`src/rtl/system_widths_pkg.sv`:
```
// Shared widths, dispatch modes and saturating arithmetic for the dispatch queue.
package system_widths_pkg;

  localparam int INSTR_W = 32;

  typedef enum logic {
    DISPATCH_RR       = 1'b0,
    DISPATCH_TARGETED = 1'b1
  } dispatch_mode_e;

  // Add a small increment to a 16-bit counter, clamping at all-ones.
  function automatic logic [15:0] sat_add16(input logic [15:0] a, input logic [3:0] b);
    logic [16:0] sum;
    sum = {1'b0, a} + {13'd0, b};
    return sum[16] ? 16'hFFFF : sum[15:0];
  endfunction

endpackage

```
`src/rtl/instr_fifo.sv`:
```
// Central instruction FIFO: storage array plus read/write pointers and occupancy.
// The caller never pushes when full or pops when empty.
module instr_fifo #(
  parameter int WIDTH = 34,
  parameter int DEPTH = 8,
  localparam int PTR_W = $clog2(DEPTH)
) (
  input  logic             clk,
  input  logic             resetN,
  input  logic             flush,
  input  logic             push,
  input  logic             pop,
  input  logic [WIDTH-1:0] wdata,
  output logic [WIDTH-1:0] rdata,
  output logic [PTR_W:0]   count,
  output logic             full,
  output logic             empty
);

  logic [WIDTH-1:0] mem [DEPTH];
  logic [PTR_W-1:0] wr_ptr;
  logic [PTR_W-1:0] rd_ptr;

  // Storage write; the array holds no valid state so it is not reset.
  always_ff @(posedge clk) begin
    if (push && !flush) mem[wr_ptr] <= wdata;
  end

  // Pointers wrap naturally because DEPTH is a power of two.
  always_ff @(posedge clk or negedge resetN) begin
    if (!resetN) begin
      wr_ptr <= '0;
      rd_ptr <= '0;
      count  <= '0;
    end else if (flush) begin
      wr_ptr <= '0;
      rd_ptr <= '0;
      count  <= '0;
    end else begin
      if (push) wr_ptr <= wr_ptr + 1'b1;
      if (pop)  rd_ptr <= rd_ptr + 1'b1;
      case ({push, pop})
        2'b10:   count <= count + 1'b1;
        2'b01:   count <= count - 1'b1;
        default: count <= count;
      endcase
    end
  end

  assign rdata = mem[rd_ptr];
  assign full  = (count == (PTR_W+1)'(DEPTH));
  assign empty = (count == '0);

endmodule

```
`src/rtl/instr_dispatch_queue.sv`:
```
// Instruction dispatch queue: one central FIFO feeding NUM_CORES core channels,
// either round-robin to any idle ready core or to the core named per entry.
module instr_dispatch_queue
  import system_widths_pkg::*;
#(
  parameter int             NUM_CORES   = 4,
  parameter int             QUEUE_DEPTH = 8,
  parameter dispatch_mode_e MODE        = DISPATCH_RR,
  localparam int SEL_W   = (NUM_CORES > 1) ? $clog2(NUM_CORES) : 1,
  localparam int CNT_W   = $clog2(QUEUE_DEPTH) + 1,
  localparam int ENTRY_W = SEL_W + INSTR_W
) (
  input  logic                         clk,
  input  logic                         resetN,
  input  logic                         flush,
  input  logic                         in_valid,
  output logic                         in_ready,
  input  logic [INSTR_W-1:0]           in_instr,
  input  logic [SEL_W-1:0]             in_core_sel,
  output logic [NUM_CORES-1:0]         out_valid,
  input  logic [NUM_CORES-1:0]         out_ready,
  output logic [NUM_CORES*INSTR_W-1:0] out_instr,
  input  logic [NUM_CORES-1:0]         core_done,
  input  logic [NUM_CORES-1:0]         core_illegal,
  output logic [NUM_CORES-1:0]         core_busy,
  output logic [CNT_W-1:0]             queue_count,
  output logic [15:0]                  dispatched_count,
  output logic [15:0]                  illegal_count
);

  logic               ready_en;
  logic               push;
  logic               pop;
  logic               fifo_full;
  logic               fifo_empty;
  logic [ENTRY_W-1:0] head;
  logic [SEL_W-1:0]   head_sel;
  logic [INSTR_W-1:0] head_instr;
  logic [SEL_W-1:0]   rr_ptr;
  logic [NUM_CORES-1:0] avail;
  logic [NUM_CORES-1:0] fire_vec;
  logic               grant_valid;
  logic [SEL_W-1:0]   grant_idx;
  logic               drop;
  logic               fire;
  logic [3:0]         ill_add;
  int                 idx;

  // in_ready stays low through reset and rises on the first edge after release.
  always_ff @(posedge clk or negedge resetN) begin
    if (!resetN) ready_en <= 1'b0;
    else         ready_en <= 1'b1;
  end

  assign in_ready = ready_en && !fifo_full && !flush;
  assign push     = in_valid && in_ready;

  instr_fifo #(
    .WIDTH (ENTRY_W),
    .DEPTH (QUEUE_DEPTH)
  ) u_fifo (
    .clk    (clk),
    .resetN (resetN),
    .flush  (flush),
    .push   (push),
    .pop    (pop),
    .wdata  ({in_core_sel, in_instr}),
    .rdata  (head),
    .count  (queue_count),
    .full   (fifo_full),
    .empty  (fifo_empty)
  );

  assign head_sel   = head[ENTRY_W-1 -: SEL_W];
  assign head_instr = head[INSTR_W-1:0];
  assign avail      = out_ready & ~core_busy;
  assign out_instr  = {NUM_CORES{head_instr}};

  // Grant selection; a targeted entry naming a nonexistent core is dropped at the head.
  always_comb begin
    grant_valid = 1'b0;
    grant_idx   = '0;
    drop        = 1'b0;
    idx         = 0;
    if (!fifo_empty && !flush) begin
      if (MODE == DISPATCH_RR) begin
        for (int k = 0; k < NUM_CORES; k++) begin
          idx = int'(rr_ptr) + k;
          if (idx >= NUM_CORES) idx = idx - NUM_CORES;
          if (!grant_valid && avail[idx]) begin
            grant_valid = 1'b1;
            grant_idx   = SEL_W'(idx);
          end
        end
      end else begin
        if (int'(head_sel) >= NUM_CORES) begin
          drop = 1'b1;
        end else if (avail[head_sel]) begin
          grant_valid = 1'b1;
          grant_idx   = head_sel;
        end
      end
    end
  end

  // One-hot per-core valid for the granted lane.
  always_comb begin
    out_valid = '0;
    if (grant_valid) out_valid[grant_idx] = 1'b1;
  end

  assign fire_vec = out_valid & out_ready;
  assign fire     = |fire_vec;
  assign pop      = fire || drop;

  // Round-robin pointer moves just past the core that took the last word.
  always_ff @(posedge clk or negedge resetN) begin
    if (!resetN) begin
      rr_ptr <= '0;
    end else if (flush) begin
      rr_ptr <= '0;
    end else if (MODE == DISPATCH_RR && fire) begin
      if (int'(grant_idx) == NUM_CORES - 1) rr_ptr <= '0;
      else                                  rr_ptr <= grant_idx + 1'b1;
    end
  end

  // Busy tracking: a dispatch in the same cycle as done keeps the core busy.
  always_ff @(posedge clk or negedge resetN) begin
    if (!resetN) core_busy <= '0;
    else         core_busy <= (core_busy & ~core_done) | fire_vec;
  end

  // Illegal increments this cycle: core pulses plus a dropped head entry.
  always_comb begin
    ill_add = 4'(drop);
    for (int i = 0; i < NUM_CORES; i++) ill_add = ill_add + 4'(core_illegal[i]);
  end

  // Saturating statistics counters.
  always_ff @(posedge clk or negedge resetN) begin
    if (!resetN) begin
      dispatched_count <= '0;
      illegal_count    <= '0;
    end else begin
      dispatched_count <= sat_add16(dispatched_count, 4'(fire));
      illegal_count    <= sat_add16(illegal_count, ill_add);
    end
  end

endmodule

```
`config.mk`:
```
export PLATFORM = sky130hd
export DESIGN_NAME = instr_dispatch_queue
export DESIGN_NICKNAME = d
export VERILOG_FILES = /design/src/rtl/system_widths_pkg.sv /design/src/rtl/instr_fifo.sv /design/src/rtl/instr_dispatch_queue.sv
export SDC_FILE = /design/constraint.sdc
export NUM_CORES = 1
export LEC_CHECK = 0
export CORE_ASPECT_RATIO = 0.8
export CORE_MARGIN = 3
export CORE_UTILIZATION = 45
export CTS_CLUSTER_SIZE = 8
export DETAILED_ROUTE_END_ITERATION = 10
export GPL_TIMING_DRIVEN = 1
export PLACE_DENSITY = 0.69
export SETUP_SLACK_MARGIN = 0.4
export SLEW_MARGIN = 20
export SYNTH_ARGS = -nofsm -noshare
export SYNTH_HDL_FRONTEND = slang
export SYNTH_SLANG_ARGS = --single-unit
```
`constraint.sdc`:
```
create_clock -name clk -period 10.1 [get_ports clk]
set_input_delay 2.02 -clock clk [delete_from_list [all_inputs] [get_ports clk]]
set_output_delay 2.02 -clock clk [all_outputs]
set_load 0.02 [all_outputs]
```
# Yosys cells after proc, flatten, opt, wreduce, memory -nomap -nowiden
# Memory sizes are Yosys's and may differ from the RTL's.
# Index checks and enable logic that the tools add are counted.
# Widths: inputs -> output; s select.
[totals]
regBits = 49
ramBits = 272
inputBits = 50
out_inout_bits = 173
memories = 1
[op_classes]
n_addsub = 17
n_lt_le_gt_ge = 10
n_eq_ne = 4
mux = 49
n_bitwise = 6
n_reduce_logical = 20
[memory_table]
columns = ["memory", "depth", "width", "rd", "rd_ports_with_merged_regs", "write_ports", "line_no", "rtl"]
rows = [
  ["u_fifo.mem", 8, 34, 1, 0, 1, "instr_fifo.sv:20", "logic [WIDTH-1:0] mem [DEPTH];"],
]
[ops]
columns = ["operator", "n"]
rows = [
  ["$mux 32", 8],
  ["$lt 32x4->1 const B", 4],
  ["$mux 16", 2],
  ["$mux 1", 19],
  ["$add 16x1->17", 1],
  ["$add 16x4->17", 1],
  ["$mux 2", 8],
  ["$and 4x4->4", 3],
  ["$mux 3", 4],
  ["$sub 3x3->4 const B", 3],
  ["$ge 3x3->1 const B", 3],
  ["$logic_and 1x1->1", 9],
  ["$bmux 1 s2", 4],
  ["$mux 4", 2],
  ["$not 4->4", 2],
  ["$pmux 4 s2", 1],
  ["$add 2x2->3 const B", 2],
  ["$add 3x1->3 const B", 2],
  ["$logic_not 1->1", 6],
  ["$add 3x1->4", 1],
  ["$add 4x1->4 const B", 1],
  ["$eq 2x1->1 const B", 2],
  ["$eq 4x4->1 const B", 1],
  ["$logic_not 4->1", 1],
  ["15 further kinds", 16],
]

# Longest topological paths before layout
[depth]
ltp_word = 31
mapped_depth = 18
depth_no_buf = 15

# Modules after synthesis
# A second synthesis with hierarchy kept.
[hier_totals]
hier_cells = 783
area_unflattened_um2 = 13827.0
[by_module_without_submodules]
columns = ["mod", "instances", "cells_per_inst", "area_each_um2", "seq_area_each_um2"]
rows = [
  ["instr_fifo", 1, 471, 10913.0, 8418.1],
  ["instr_dispatch_queue", 1, 312, 2914.0, 975.9],
]

# Least setup slack after synthesis
# No wires, ideal clock.
[synth_path]
kind = "input-to-reg"
from = "input port flush"
to = "memory u_fifo.mem[2][0] (enable)"
setup_ps = 513
t_arrival_ps = 6101
slack_ps = 3486
path_stages = 5
n_path_buf = 2
path_cell_list = "buf_2 nand3b_1 a21o_1 buf_2 nor4b_1"
[synth_via]
elab_chain_cells = 6
[synth_rtl]
columns = ["item", "line_no", "rtl"]
rows = [
  ["from (decl)", "instr_dispatch_queue.sv:15", "input logic flush,"],
  ["$logic_not 1->1 (*)", "instr_fifo.sv:26, instr_dispatch_queue.sv:55", ""],
  ["$logic_and 1x1->1", "instr_dispatch_queue.sv:55", "assign in_ready = ready_en && !fifo_full && !flush;"],
  ["$logic_and 1x1->1", "instr_dispatch_queue.sv:56", "assign push = in_valid && in_ready;"],
  ["$logic_and 1x1->1 (*)", "instr_fifo.sv:26", "if (push && !flush) mem[wr_ptr] <= wdata;"],
  ["$mux 1 (*)", "instr_fifo.sv:26", ""],
  ["$mux 1 (implied by the code) (*)", "instr_fifo.sv:26", ""],
  ["to (decl)", "instr_fifo.sv:20", ""],
]
# Every way passes the cells marked *; elsewhere a longest branch is shown, timed or not.

# Worst setup path after layout
[layout_path]
from = "input port out_ready[0]"
to = "output port out_valid[3]"
[layout_via]
elab_chain_cells = 23
word_cells_on_any_way = 38
classes_between = "order compare (2); mux (28); bitwise (1); reduce/logical (7)"
[layout_rtl]
columns = ["item", "line_no", "rtl"]
rows = [
  ["from (decl)", "instr_dispatch_queue.sv:21", "input logic [NUM_CORES-1:0] out_ready,"],
  ["$and 4x4->4 (*)", "instr_dispatch_queue.sv:76", "assign avail = out_ready & ~core_busy;"],
  ["$bmux 1 s2", "instr_dispatch_queue.sv:90", "if (!grant_valid && avail[idx]) begin"],
  ["$mux 1 (implied by the code) (2 in a row)", "instr_dispatch_queue.sv:90", ""],
  ["$mux 1", "instr_dispatch_queue.sv:90", ""],
  ["$mux 1", "instr_dispatch_queue.sv:85", "if (!fifo_empty && !flush) begin"],
  ["$logic_not 1->1", "instr_dispatch_queue.sv:90", ""],
  ["$logic_and 1x1->1", "instr_dispatch_queue.sv:90", ""],
  ["$mux 1", "instr_dispatch_queue.sv:90", ""],
  ["[... 6 more ...]", "-", ""],
  ["$logic_and 1x1->1", "instr_dispatch_queue.sv:90", ""],
  ["$mux 2", "instr_dispatch_queue.sv:90", ""],
  ["$mux 2", "instr_dispatch_queue.sv:85", ""],
  ["$lt 2x3->1 (implied by the code) / $ge 2x1->1 (equally long branches)", "instr_dispatch_queue.sv:109", "if (grant_valid) out_valid[grant_idx] = 1'b1;"],
  ["$logic_and 1x1->1 (implied by the code)", "instr_dispatch_queue.sv:109", ""],
  ["$mux 1 (implied by the code)", "instr_dispatch_queue.sv:109", ""],
  ["$demux 1 s2", "instr_dispatch_queue.sv:109", ""],
  ["$mux 4 (*)", "instr_dispatch_queue.sv:109", ""],
  ["to (decl)", "instr_dispatch_queue.sv:20", "output logic [NUM_CORES-1:0] out_valid,"],
]
# Every way passes the cells marked *; elsewhere a longest branch is shown, timed or not. The select of a mux whose other input is x is not followed.

==> run_results.csv <==
group,metric,value,unit
clock_tree,cts_setup_buffers,0,
setup_path,setup.worst_path.start,"out_ready[0]",
floorplan,die_x,197,µm
global_routing,grt_pass1_wl,40.8,mm
global_routing,grt_usage,0.167,
synth,synthesis.area_per_instance,17.4,µm²
floorplan,core-area,28500,µm²
timing,min_period_over_period,0.660,
clock_tree,cts-buffers-inserted,44,
global_routing,grt-ovfl-total,0,
clock_tree,cts_resized,0,
timing,drv_slew,0,
synth,ys_warn_count,0,
timing,tightest_slew,1.04,ns
power_and_ir_drop,peakVddDrop,0.119,mV
clock_tree,htree_levels,2,
timing,skew,0.0165,ns
clock_tree,cts_hold_buffers,0,
global_routing,grt_pass1_vias,7085,
hold_path,hp-class,"flip-flop to flip-flop",
synth,synth_compound_area_frac,0.0229,
timing,hold_violations,0,
synth,synth_area,13100,µm²
synth,synth_xor_area_frac,0.0184,
setup_path,cp-end-kind,"output port",
timing,grt_setup_unrepaired,"false",
finish,drive_above_1_share,0.196,
synth,synth_edf_count,256,
route,routed_via_density,5.29,
finish,syn2layout_area_growth,24.0,%
setup_path,endpoint,"out_valid[3]",
synth,ys_ff_latch,305,
setup_path,cp.arrival,4.65,ns
synth,synth_top_family_by_area,"multiplexers",
placement,dp_hpwl,15.6,mm
synth,synthArstFlopShare,0.161,
setup_path,crit_type,"primary input to output port",
timing,fmax,0.150,GHz
route,routedWlPerCell,20.2,µm
synth,dominantRegCellSynth,"edfxtp_1",
synth,yosys.area_share.simple,0.0559,
floorplan,io_pins,223,
setup_path,path_max_fanout,4,
run_status,status,"finished clean",
route,drc,0,
timing,min_period,6.67,ns
floorplan,row_count,55,
clock_tree,clockBufferDepth,3,
setup_path,start_kind,"primary input",
timing,timing.hold.ws,0.524,ns
clock_tree,root_buffer,"clkbuf_16",
global_routing,antenna_found_initial,1,
setup_path,r2r_start,"rr_ptr[1]$_DFFE_PN0P_",
synth,synth-seq-area-share,0.679,
route,vias,6881,
power_and_ir_drop,power.leakage,5.64,nW
clock_tree,clkSinkCount,305,
global_routing,grt_max_degree,50,
setup_path,ff2ff_setup_slack,5.88,ns
clock_tree,clkSlewWorstSetupHoldPaths,0.04,ns
setup_path,cp.required,8.08,ns
placement,place.gp.congestion,0.747,
route,ant_nets,0,
route,drt_iter0_markers,374,
synth,netlist-cell-type-count,60,
flow_run,cap_violations,0,
synth,synthMuxAreaShare,0.139,
floorplan,die_y,159,µm
setup_path,r2r.worst_path.cells,14,
clock_tree,clk_latency,0.52,ns
synth,synthCells,756,
timing,tns,0,ns
synth,synth_nets,821,
placement,io_buffers,220,
clock_tree,cts_tree,"yes",
finish,diodes,0,
timing,setup_viol,0,
floorplan,start_util,0.461,
power_and_ir_drop,power_density,194,nW/µm²
floorplan,dieArea,31300,µm²
timing,maxSlewHeadroom,0.308,
finish,fin_nets,978,
finish,fin_util,0.572,
route,wirelength,26.2,mm
route,drt-pass1-iter-count,4,
synth,synthAdderAreaFrac,0.0166,
setup_path,r2r-end,"dispatched_count[0]$_DFF_PN0_",
==> flip-flops by register name (all words and copies together) (netlist names) <==
| name | cells |
|---|---|
| core_busy | 4 |
| dispatched_count | 16 |
| illegal_count | 16 |
| ready_en | 1 |
| rr_ptr | 2 |
| u_fifo.count | 4 |
| u_fifo.mem | 256 |
| u_fifo.rd_ptr | 3 |
| u_fifo.wr_ptr | 3 |
==> per-layer routing <==
layer / track usage / vias to the layer above / share of wire
li1: - / 3121 / -
met1: 0.233 / 3536 / 0.45
met2: 0.272 / 185 / 0.49
met3: 0.0320 / 37 / 0.046
met4: 0.0447 / 2 / 0.016
met5: 0 / - / 0.00050
==> synthesized netlist by cell type, types with 2 or more instances <==
library cell | count | area (µm²)
nand2_1 | 45 | 169
nand3_2 | 2 | 20.0
a21o_1 | 2 | 15.0
and3_1 | 10 | 62.6
nor3b_1 | 4 | 30.0
and2_1 | 2 | 12.5
nand3_1 | 8 | 40.0
fa_1 | 4 | 80.1
a31oi_1 | 4 | 25.0
nor4b_1 | 2 | 17.5
mux2_2 | 33 | 372
nor3_1 | 4 | 20.0
buf_2 | 13 | 65.1
nor4_1 | 4 | 25.0
a22oi_1 | 3 | 22.5
and4_1 | 2 | 17.5
dfrtp_1 | 49 | 1230
or3_1 | 2 | 12.5
mux4_2 | 64 | 1440
o21ai_0 | 9 | 45.0
nor2_1 | 20 | 75.1
a21oi_1 | 16 | 80.1
edfxtp_1 | 256 | 7690
xor2_1 | 15 | 131
nand2b_1 | 5 | 31.3
a22o_1 | 4 | 35.0
nor2b_1 | 5 | 31.3
buf_1 | 3 | 11.3
clkbuf_1 | 7 | 26.3
inv_1 | 10 | 37.5
ha_1 | 11 | 138
xnor2_1 | 10 | 87.6
buf_4 | 96 | 721
nand4_1 | 4 | 25.0
buf_6 | 3 | 33.8
==> power breakdown <==
| part | switching (mW) | total (mW) | internal, mW |
|---|---|---|---|
| registers | 0.0440 | 1.45 | 1.41 |
| logic | 0.214 | 0.429 | 0.215 |
| clock network | 0.488 | 1.28 | 0.788 |
| total | 0.746 | 3.15 | 2.41 |
==> critical path: stages <==
cell	delay, ns
clkdlybuf4s50_1	0.51
nor3b_1	0.36
a22oi_1	0.12
o221a_2	0.28
nor3_1	0.30
ha_1	0.26
and3_1	0.19
clkdlybuf4s50_1	0.61
==> final cells by class <==
| cell class | instances | area [µm²] |
|---|---|---|
| Clock buffer | 60 | 1160 |
| Clock inverter | 3 | 33.8 |
| Fill cell | 2203 | 12200 |
| Inverter | 11 | 41.3 |
| Multi-Input combinational cell | 318 | 3380 |
| Sequential cell | 305 | 8920 |
| Tap cell | 370 | 463 |
| Timing Repair Buffer | 233 | 2290 |
==> placed cells by master (no fill, tap or decap), drive strengths merged, types with 11 or more instances in the layout <==
cell type and instances:
inv 11, a21oi 17, mux4 64, dfrtp 49
buf 14, clkbuf 60, ha 11, mux2 33
xor2 15, clkdlybuf4s50 219, nor2 20, edfxtp 256
nand2 46
==> worst min path at each step <==
stage / from / end / slack (ns) / cells past startpoint
floorplan: u_fifo.wr_ptr[0]$_DFFE_PN0P_ / u_fifo.wr_ptr[0]$_DFFE_PN0P_ / 0.57 / 1
global placement: illegal_count[12]$_DFF_PN0_ / illegal_count[12]$_DFF_PN0_ / 0.51 / 1
detailed placement: core_busy[3]$_DFF_PN0_ / core_busy[3]$_DFF_PN0_ / 0.51 / 1
CTS: illegal_count[12]$_DFF_PN0_ / illegal_count[12]$_DFF_PN0_ / 0.53 / 1
global route: core_busy[3]$_DFF_PN0_ / core_busy[3]$_DFF_PN0_ / 0.54 / 1
finish: illegal_count[12]$_DFF_PN0_ / illegal_count[12]$_DFF_PN0_ / 0.52 / 1
==> kinds of logic (layout without fill, tap and decap cells) <==
logic type,after synthesis,in the layout
adders and majority gates,15,15
buffers and inverters,133,307
and+or+nand+nor,132,132
AOI/OAI and AO/OA,46,46
muxes,98,98
DFF,305,305
other,1,1
xor gates and xnor gates,26,26
==> metrics by stage <==
step	instance area (µm²)	instances	worst slack, ns	power [mW]
finish	16300	1300	3.43	3.15
global route	16300	1300	3.28	3.28
CTS	16300	1300	3.42	3.19
detailed placement	15100	1237	3.47	1.91
global placement	15100	1237	3.53	1.90
floorplan	13100	756	3.49	1.74
Power figures use the tool's default switching activity.
